[src/rtl/irq_sched_pkg.sv]
// Shared definitions for the interrupt scheduler: FSM encoding, miss counter width
// and a saturating increment used by the miss counter.
package irq_sched_pkg;

    typedef enum logic [1:0] {
        ST_IDLE    = 2'd0,
        ST_ARB     = 2'd1,
        ST_PRESENT = 2'd2,
        ST_SERVICE = 2'd3
    } state_t;

    localparam int MISS_W = 8;

    function automatic logic [MISS_W-1:0] sat_inc(input logic [MISS_W-1:0] v);
        return (v == {MISS_W{1'b1}}) ? v : v + 1'b1;
    endfunction

endpackage

[src/rtl/irq_rr_pick.sv]
// Combinational rotating-priority picker: lowest set req index strictly after ptr, wrapping.
// Zero latency; no flow control, any=0 when req is empty.
module irq_rr_pick #(
    parameter int DATAWIDTH = 8,
    parameter int VECWIDTH  = 3
) (
    input  logic [DATAWIDTH-1:0] req,
    input  logic [VECWIDTH-1:0]  ptr,
    output logic [VECWIDTH-1:0]  grant,
    output logic                 any
);

    logic [2*DATAWIDTH-1:0] dbl;
    logic [DATAWIDTH-1:0]   rot;
    int unsigned            base;

    // Rotate so the search start lands at bit 0, then take the lowest set bit.
    always_comb begin
        base  = (32'(ptr) + 32'd1) % 32'(DATAWIDTH);
        dbl   = {req, req} >> base;
        rot   = dbl[DATAWIDTH-1:0];
        any   = |req;
        grant = '0;
        for (int j = DATAWIDTH - 1; j >= 0; j--) begin
            if (rot[j]) begin
                grant = VECWIDTH'((base + 32'(j)) % 32'(DATAWIDTH));
            end
        end
    end

endmodule

[src/rtl/irq_sched.sv]
// Non-nested vectored interrupt scheduler: round-robin pick, present to CPU, track in-service until EOI.
// irq_out_l falls two edges after pending appears; a request not acked within TIMEOUT clocks is withdrawn.
module irq_sched
    import irq_sched_pkg::*;
#(
    parameter int DATAWIDTH = 8,
    parameter int VECWIDTH  = 3,
    parameter int TIMEOUT   = 255
) (
    input  logic                 bus_clk,
    input  logic                 bus_reset,
    input  logic [DATAWIDTH-1:0] irqs_in_l,
    input  logic [DATAWIDTH-1:0] irq_en,
    input  logic                 irq_ack,
    input  logic                 irq_eoi,
    output logic                 irq_out_l,
    output logic [VECWIDTH-1:0]  irq_vec,
    output logic [DATAWIDTH-1:0] in_service,
    output logic [MISS_W-1:0]    miss_count
);

    localparam int            TW     = $clog2(TIMEOUT + 1);
    localparam logic [TW-1:0] T_LAST = TW'(TIMEOUT - 1);

    state_t                 state_q, state_d;
    logic [VECWIDTH-1:0]    rr_ptr_q, rr_ptr_d;
    logic [VECWIDTH-1:0]    vec_q, vec_d;
    logic                   irq_l_q, irq_l_d;
    logic [DATAWIDTH-1:0]   isr_q, isr_d;
    logic [MISS_W-1:0]      miss_q, miss_d;
    logic [TW-1:0]          timer_q, timer_d;
    logic [DATAWIDTH-1:0]   pending;
    logic [VECWIDTH-1:0]    pick_grant;
    logic                   pick_any;

    assign pending = ~irqs_in_l & irq_en;

    irq_rr_pick #(
        .DATAWIDTH(DATAWIDTH),
        .VECWIDTH (VECWIDTH)
    ) u_pick (
        .req  (pending),
        .ptr  (rr_ptr_q),
        .grant(pick_grant),
        .any  (pick_any)
    );

    always_comb begin
        state_d  = state_q;
        rr_ptr_d = rr_ptr_q;
        vec_d    = vec_q;
        irq_l_d  = irq_l_q;
        isr_d    = isr_q;
        miss_d   = miss_q;
        timer_d  = timer_q;
        case (state_q)
            ST_IDLE: begin
                if (pick_any) state_d = ST_ARB;
            end
            ST_ARB: begin
                if (pick_any) begin
                    vec_d   = pick_grant;
                    irq_l_d = 1'b0;
                    timer_d = '0;
                    state_d = ST_PRESENT;
                end else begin
                    state_d = ST_IDLE;
                end
            end
            ST_PRESENT: begin
                // Ack beats withdrawal beats timeout; only a timeout moves the pointer.
                if (irq_ack) begin
                    irq_l_d = 1'b1;
                    isr_d   = DATAWIDTH'(1) << vec_q;
                    state_d = ST_SERVICE;
                end else if (!pending[vec_q]) begin
                    irq_l_d = 1'b1;
                    state_d = ST_IDLE;
                end else if (timer_q == T_LAST) begin
                    irq_l_d  = 1'b1;
                    rr_ptr_d = vec_q;
                    miss_d   = sat_inc(miss_q);
                    state_d  = ST_IDLE;
                end else begin
                    timer_d = timer_q + 1'b1;
                end
            end
            ST_SERVICE: begin
                if (irq_eoi) begin
                    isr_d    = '0;
                    rr_ptr_d = vec_q;
                    state_d  = ST_IDLE;
                end
            end
            default: state_d = ST_IDLE;
        endcase
    end

    always_ff @(posedge bus_clk) begin
        if (bus_reset) begin
            state_q  <= ST_IDLE;
            rr_ptr_q <= VECWIDTH'(DATAWIDTH - 1);
            vec_q    <= '0;
            irq_l_q  <= 1'b1;
            isr_q    <= '0;
            miss_q   <= '0;
            timer_q  <= '0;
        end else begin
            state_q  <= state_d;
            rr_ptr_q <= rr_ptr_d;
            vec_q    <= vec_d;
            irq_l_q  <= irq_l_d;
            isr_q    <= isr_d;
            miss_q   <= miss_d;
            timer_q  <= timer_d;
        end
    end

    assign irq_out_l  = irq_l_q;
    assign irq_vec    = vec_q;
    assign in_service = isr_q;
    assign miss_count = miss_q;

endmodule

[config.mk]
export PLATFORM = sky130hd
export DESIGN_NAME = irq_sched
export DESIGN_NICKNAME = d
export VERILOG_FILES = /design/src/rtl/irq_sched_pkg.sv /design/src/rtl/irq_rr_pick.sv /design/src/rtl/irq_sched.sv
export SDC_FILE = /design/constraint.sdc
export NUM_CORES = 1
export LEC_CHECK = 0
export ABC_AREA = 1
export CELL_PAD_IN_SITES_DETAIL_PLACEMENT = 1
export CELL_PAD_IN_SITES_GLOBAL_PLACEMENT = 2
export CORE_MARGIN = 10
export CORE_UTILIZATION = 30
export DETAILED_ROUTE_END_ITERATION = 10
export GPL_TIMING_DRIVEN = 0
export HOLD_SLACK_MARGIN = 0.03
export PLACE_DENSITY = 0.88
export REMOVE_ABC_BUFFERS = 1
export SYNTH_ARGS = -nofsm -noshare
export SYNTH_HDL_FRONTEND = slang
export SYNTH_SLANG_ARGS = --single-unit
[constraint.sdc]
create_clock -name bus_clk -period 3.8 [get_ports bus_clk]
set_clock_uncertainty 0.05 [all_clocks]
set_input_delay 0.76 -clock bus_clk [delete_from_list [all_inputs] [get_ports bus_clk]]
set_output_delay 0.76 -clock bus_clk [all_outputs]
set_load 0.01 [all_outputs]
## Yosys cells after proc, flatten, opt, wreduce, memory -nomap -nowiden

Cells that the tools add are included.

- Register bits: 33
- Input port bits: 20
- Output and inout bits: 20
- Logic and storage cells: 84

- Add/sub/neg operators: 10
- Magnitude comparators: 1
- Equal/unequal tests: 14
- Shift operators: 2
- Mux-type cells: 35
- Bitwise gates (word level): 4
- Reductions and logical operators: 11

Operators by type and width:

| cell | count |
|---|---|
| two-way mux 8 bit | 6 |
| two-way mux 3 bit | 12 |
| case mux 8 bit (2 select lines) | 2 |
| adder 8 x 1 -> 8 bit, second input constant | 2 |
| equality test 8 bit, second input constant | 2 |
| inequality test 2 bit, second input constant | 8 |
| >> shifter 16 x 3 -> 8 bit | 1 |
| AND reduction 5 bit | 3 |
| adder 3 bit, second input constant | 4 |
| two-way mux 2 bit | 6 |
| AND reduction 3 bit | 3 |
| bitwise AND 8 bit | 1 |
| inverter 8 bit | 1 |
| case mux 2 bit (4 select lines) | 1 |
| OR reduction 8 bit | 1 |
| << shifter 1 x 3 -> 8 bit, first input constant | 1 |
| adder 3 x 1 -> 3 bit, second input constant | 2 |
| adder 3 x 2 -> 3 bit, second input constant | 2 |
| case mux 3 bit (2 select lines) | 1 |
| two-way mux 1 bit | 5 |
| equality test 2 bit, second input constant | 2 |
| less-than comparator 3 x 4 -> 1 bit, second input constant | 1 |
| inequality test 4 bit, second input constant | 1 |
| nonzero test 2 bit | 2 |
| 6 further kinds | 7 |

## Longest topological paths before layout

- Depth in word-level cells: 11
- Mapped depth: 16
- Depth with buffers taken out: 16

## Modules after synthesis

Synthesis repeated with hierarchy kept, for this count alone.

- Cell total of the unflattened synthesis: 400
- Area, all modules: 2538.7 sq um

By module, submodules not included:

| module | times used | cells each | area each (sq um) | sequential area each (sq um) |
|---|---|---|---|---|
| irq_sched | 1 | 279 | 1861.8 | 660.6 |
| irq_rr_pick | 1 | 121 | 676.9 | 0.0 |

## Least setup slack after synthesis

Ideal clock, no wire load.

- Path type: input-to-reg
- Start: input port irqs_in_l[6]
- End: register timer_q[0]
- Arrival: 1839 ps
- Data required time: 3635 ps
- Slack: 1797 ps
- Stages: 12
- Path through: inv_1 -> nand2_1 -> nor2_1 -> nor2_1 -> o2111ai_1 -> nand2_1 -> nor2_1 -> nor2_1 -> nor2_4 -> inv_4 -> a21oi_1 -> nor2_1

- Word-level cells in the longest chain between the ends: 6

Ends and longest elaborated chain:

| element | RTL line | text |
|---|---|---|
| start: declaration | irq_sched.sv:12 | `input logic [DATAWIDTH-1:0] irqs_in_l,` |
| inverter 8 bit * | irq_sched.sv:36 | `assign pending = ~irqs_in_l & irq_en;` |
| bitwise AND 8 bit * | irq_sched.sv:36 |  |
| binary-select mux 1 bit (select 3 bit) | irq_sched.sv:76 | `end else if (!pending[vec_q]) begin` |
| two-way mux 1 bit (not written as such) | irq_sched.sv:76 |  |
| inequality test 2 bit (no line) | -- |  |
| AND reduction 5 bit (no line) * | -- |  |
| end signal: assignment | irq_sched.sv:115 | `timer_q <= timer_d;` |
| end: declaration | irq_sched.sv:31 | `logic [TW-1:0] timer_q, timer_d;` |

Every way passes the cells marked *; elsewhere a longest branch is shown, timed or not. The select of a mux whose other input is x is not followed.
A chain may end at the register's enable or synchronous reset.

## Final worst setup path

- Start: register rr_ptr_q[0]
- End: register vec_q[0] (netlist: irq_vec[0])

- Word-level cells in the longest chain between the ends: 10

Ends and longest elaborated chain:

| element | RTL line | text |
|---|---|---|
| start: declaration | irq_sched.sv:26 | `logic [VECWIDTH-1:0] rr_ptr_q, rr_ptr_d;` |
| start signal: assignment | irq_sched.sv:102 | `rr_ptr_q <= VECWIDTH'(DATAWIDTH - 1);` |
| start signal: assignment | irq_sched.sv:110 | `rr_ptr_q <= rr_ptr_d;` |
| adder 3 x 1 -> 3 bit * | irq_rr_pick.sv:19 | `base = (32'(ptr) + 32'd1) % 32'(DATAWIDTH);` |
| adder 3 bit or >> shifter 16 x 3 -> 8 bit (tied branches) | irq_rr_pick.sv:26, irq_rr_pick.sv:20 |  |
| two-way mux 3 bit (7 in series) | irq_rr_pick.sv:25 | `if (rot[j]) begin` |
| two-way mux 3 bit * | irq_rr_pick.sv:25 |  |
| end signal: assignment | irq_sched.sv:111 | `vec_q <= vec_d;` |
| end: declaration | irq_sched.sv:27 | `logic [VECWIDTH-1:0] vec_q, vec_d;` |

Every way passes the cells marked *; elsewhere a longest branch is shown, timed or not.

==> flow_results.org <==
** Critical path
- STA classifies the critical path endpoint as a flip-flop.
- Critical-path maximum fanout :: 14
- FF-to-FF path depth :: 13
- The setup path with the least slack is of type reg -> reg.
- Critical path arrival :: 3050 ps
- Required time of the worst setup path :: 3930 ps
- The worst setup path is launched from a flip-flop.

** Synthesis
- Leading post-synthesis cells by cell area :: sky130_fd_sc_hd__dfxtp_1 28%, sky130_fd_sc_hd__nand2_1 13%, sky130_fd_sc_hd__nand3_1 11%
- In this run, synthesis inferred 0 flip-flops with an integrated enable.
- Share of flip-flops with an asynchronous set or reset :: 0%
- Sequential fraction of the synthesis area :: 27.7%
- Average instance area after synthesis :: 6.27 sq um
- Yosys mapped the design onto 41 distinct sky130hd cell types.
- The synthesized design spends more area on one cell type than any other, namely sky130_fd_sc_hd__dfxtp_1.
- Warnings from Yosys :: 0
- For this run, the leading register cell type out of synthesis is sky130_fd_sc_hd__dfxtp_1.
- Synthesis produced a netlist whose cell count is 381.
- After synthesis the netlist holds a flip-flop and latch count of 33.
- Share of Yosys cell area claimed by the top area cell type :: 27.7%
- In this run the cell area of the synthesized design comes to 2390 sq um.

** Power and ir drop
- The completed layout was analyzed and its total power is 0.00153 W.
- Power per unit of standard cell area :: a little over 500 nW/um^2
- VDD sags by at most about 0.22 mV.
- For this design the static power due to leakage is 1.20 nW.

** Floorplanning
- The die covers 11900 sq um.
- Die Wd :: ~110 microns
- Starting density of the core :: 30.9%
- Number of cell rows :: 32
- 40 I/O pins were placed.
- Die span in y :: 109 microns
- In this run the standard cell core region covers 7730 sq um.

** Clock network
- Post-CTS Hold Fix Bufs :: 0
- The H-tree generated during clock tree synthesis spans 2 levels.
- The clock drives 33 sinks.
- Total clock buffers created by CTS :: 5
- CTS placed an instance of sky130_fd_sc_hd__clkbuf_8 at the clock tree root.
- Clock input transition at the sequential cells of the worst setup and hold paths :: roughly 70 ps
- Post-cts gate resize count :: 0
- In this run the post-CTS setup repair buffer count came out at 0.
- Deepest clock path buffer count :: 2
- TritonCTS clock tree :: built
- The clock reaches the later pin of the worst-skew pair after 290 ps.

** Min path
- The worst hold path belongs to the class reg -> reg.
- Along the worst hold path, the cell count comes to 2.

** STA
- Setup repair after global routing left no endpoint under its margin.
- Setup Viol. Count Final :: 0
- For this run, the top clock speed supported by timing is 343 MHz.
- For the finished layout, the period the worst path requires is around 2900 ps.
- Post-route setup TNS :: 0 ps
- Final count of pins violating max slew :: 0
- At the pin with the least slew margin, the transition time is 743 ps.
- The worst pin sits at a relative slew slack of 50.3%.
- The number of failing hold endpoints at the final stage is 0.
- Post-route clock period utilization :: 76.6%

** Cells and area
- Fraction of layout cells with a size suffix above 1 :: around a tenth
- Compared with the post-synthesis result, the final layout area differs by 23.3%.
- The number of antenna diodes in the final layout is 0.
- The final layout contains roughly 440 nets.
- In the layout the commonest cells are 83 x sky130_fd_sc_hd__nand2_1, 54 x sky130_fd_sc_hd__nand3_1, 43 x sky130_fd_sc_hd__nor2_1.
- Fillers :: 1012
- Once layout is complete, the utilization of the core stands at 38.1%.
- The library cell used most frequently in the layout, excluding fill and tap cells, is sky130_fd_sc_hd__nand2_1.

** GRT
- Overflow left after global routing :: 0
- Across every metal layer, demand over resource in global routing totals 13.1%.
- First-pass GRT wire length :: about 13000 microns
- Number of antenna violations at the first check in global routing :: 0
- Largest net degree at the start of global routing :: 21
- Number of global-route vias before repair :: 2701

** Detailed routing
- Wire per inst :: 14.3 microns
- Sum of routed wire length over all layers :: 7420 microns
- Number of remaining DRC errors :: 0
- Using the TritonRoute via totals, the vias-per-cell ratio works out to 4.98.
- Number of violations reported at the end of detailed-routing iteration 0 :: 97
- The routed layout has 2591 vias.
- Before antenna repair, the detailed router went through 4 iterations.
- Routed Antenna Nets :: 0

** Job
- Max-Cap Viols :: 0

** Place
- After legalization and detailed placement, the total HPWL measured about 6000 microns.
- GPL Wtd Cong :: 0.794
- Buffers on Ports :: 39

** Status
- Status :: finished, final reports clean
cell type report:
cell class | count | area, sq um | area share [%]
clock buffer | 7 | 86.3 | 2.93
sequential | 33 | 661 | 22.4
timing repair buffer | 39 | 390 | 13.3
inverter | 48 | 185 | 6.29
multi-input combinational | 291 | 1490 | 50.7
tap | 102 | 128 | 4.34
metal layers:
metal  share of wire [%]  wire [microns]  vias to the layer above  global-route usage [%]
met3                 4.3             318                        4                    3.24
met4                0.42              31                        0                    2.51
met5                   0               0                        -                       0
met1                  50            3700                     1217                    16.9
met2                  45            3370                       34                    21.8
li1                    -               -                     1336                       -
through the flow:
| step | hold slack, ps | std cells | setup slack [ps] | instance area, sq um |
|---|---|---|---|---|
| floorplan | 420 | 372 | 1540 | 2340 |
| global placement | 416 | 513 | 817 | 2860 |
| detailed placement | 418 | 513 | 775 | 2860 |
| CTS | 435 | 520 | 857 | 2940 |
| global route | 460 | 520 | 550 | 2940 |
| finish | 433 | 520 | 889 | 2940 |
where the power goes:
part	leakage [nW]	switching [W]	total, W	internal [W]
logic	0.885	0.000523	0.000818	0.000295
registers	0.269	0.0000515	0.000435	0.000383
clock network	0.0443	0.000129	0.000273	0.000144
total	1.20	0.000703	0.00153	0.000822
registers in the layout, summed over array words and instances, names as in the netlist:
signal / cells
rr_ptr_q: 3
timer_q: 8
state_q: 2
in_service: 8
irq_out_l: 1
irq_vec: 3
miss_count: 8
worst paths after layout:
check,from,to,slack (ps)
max,rr_ptr_q[0],irq_vec[0],890
min,in_service[2],in_service[2],430
max reg2reg,rr_ptr_q[0],irq_vec[0],890
min reg2reg,in_service[2],in_service[2],430
cells in the mapped netlist (2+ instances only):
cell type / n
sky130_fd_sc_hd__o211ai_1: 3
sky130_fd_sc_hd__a21oi_2: 2
sky130_fd_sc_hd__nor2_2: 2
sky130_fd_sc_hd__nand3_1: 54
sky130_fd_sc_hd__nor2_1: 43
sky130_fd_sc_hd__dfxtp_1: 33
sky130_fd_sc_hd__nand3_2: 2
sky130_fd_sc_hd__xor2_1: 6
sky130_fd_sc_hd__nor3_1: 7
sky130_fd_sc_hd__inv_4: 2
sky130_fd_sc_hd__a31oi_1: 2
sky130_fd_sc_hd__inv_1: 32
sky130_fd_sc_hd__clkbuf_1: 3
sky130_fd_sc_hd__ha_1: 5
sky130_fd_sc_hd__o2111ai_1: 2
sky130_fd_sc_hd__o21ai_0: 10
sky130_fd_sc_hd__a21oi_1: 33
sky130_fd_sc_hd__nand2_1: 83
sky130_fd_sc_hd__buf_2: 3
sky130_fd_sc_hd__inv_2: 13
sky130_fd_sc_hd__nor2_4: 3
sky130_fd_sc_hd__xnor2_1: 3
sky130_fd_sc_hd__nand4_1: 8
sky130_fd_sc_hd__o21ai_1: 8
sky130_fd_sc_hd__nand2_2: 3
cell families (layout without fill, tap and decap cells):
kind of cell	count (synthesis)	count (layout)	share of synthesized area [%]
adders and majority gates	5	5	2.62
xor gates and xnor gates	9	9	3.30
buffers and inverters	57	94	9.80
DFF	33	33	27.7
AOI/OAI and AO/OA	65	65	15.4
and+or+nand+nor	212	212	41.2
critical path: stages (launching register included):
cell and delay, ps:
sky130_fd_sc_hd__dfxtp_1 700, sky130_fd_sc_hd__inv_2 200, sky130_fd_sc_hd__ha_1 630, sky130_fd_sc_hd__inv_2 200, sky130_fd_sc_hd__nand3_1 180, sky130_fd_sc_hd__nand3_1 130
sky130_fd_sc_hd__nand2_1 180, sky130_fd_sc_hd__inv_1 80, sky130_fd_sc_hd__o21ai_1 80, sky130_fd_sc_hd__a21oi_1 70, sky130_fd_sc_hd__o21bai_1 130, sky130_fd_sc_hd__nand2_1 60
sky130_fd_sc_hd__nand2_1 80, sky130_fd_sc_hd__nand2_1 40
Power figures use the tool's default switching activity.
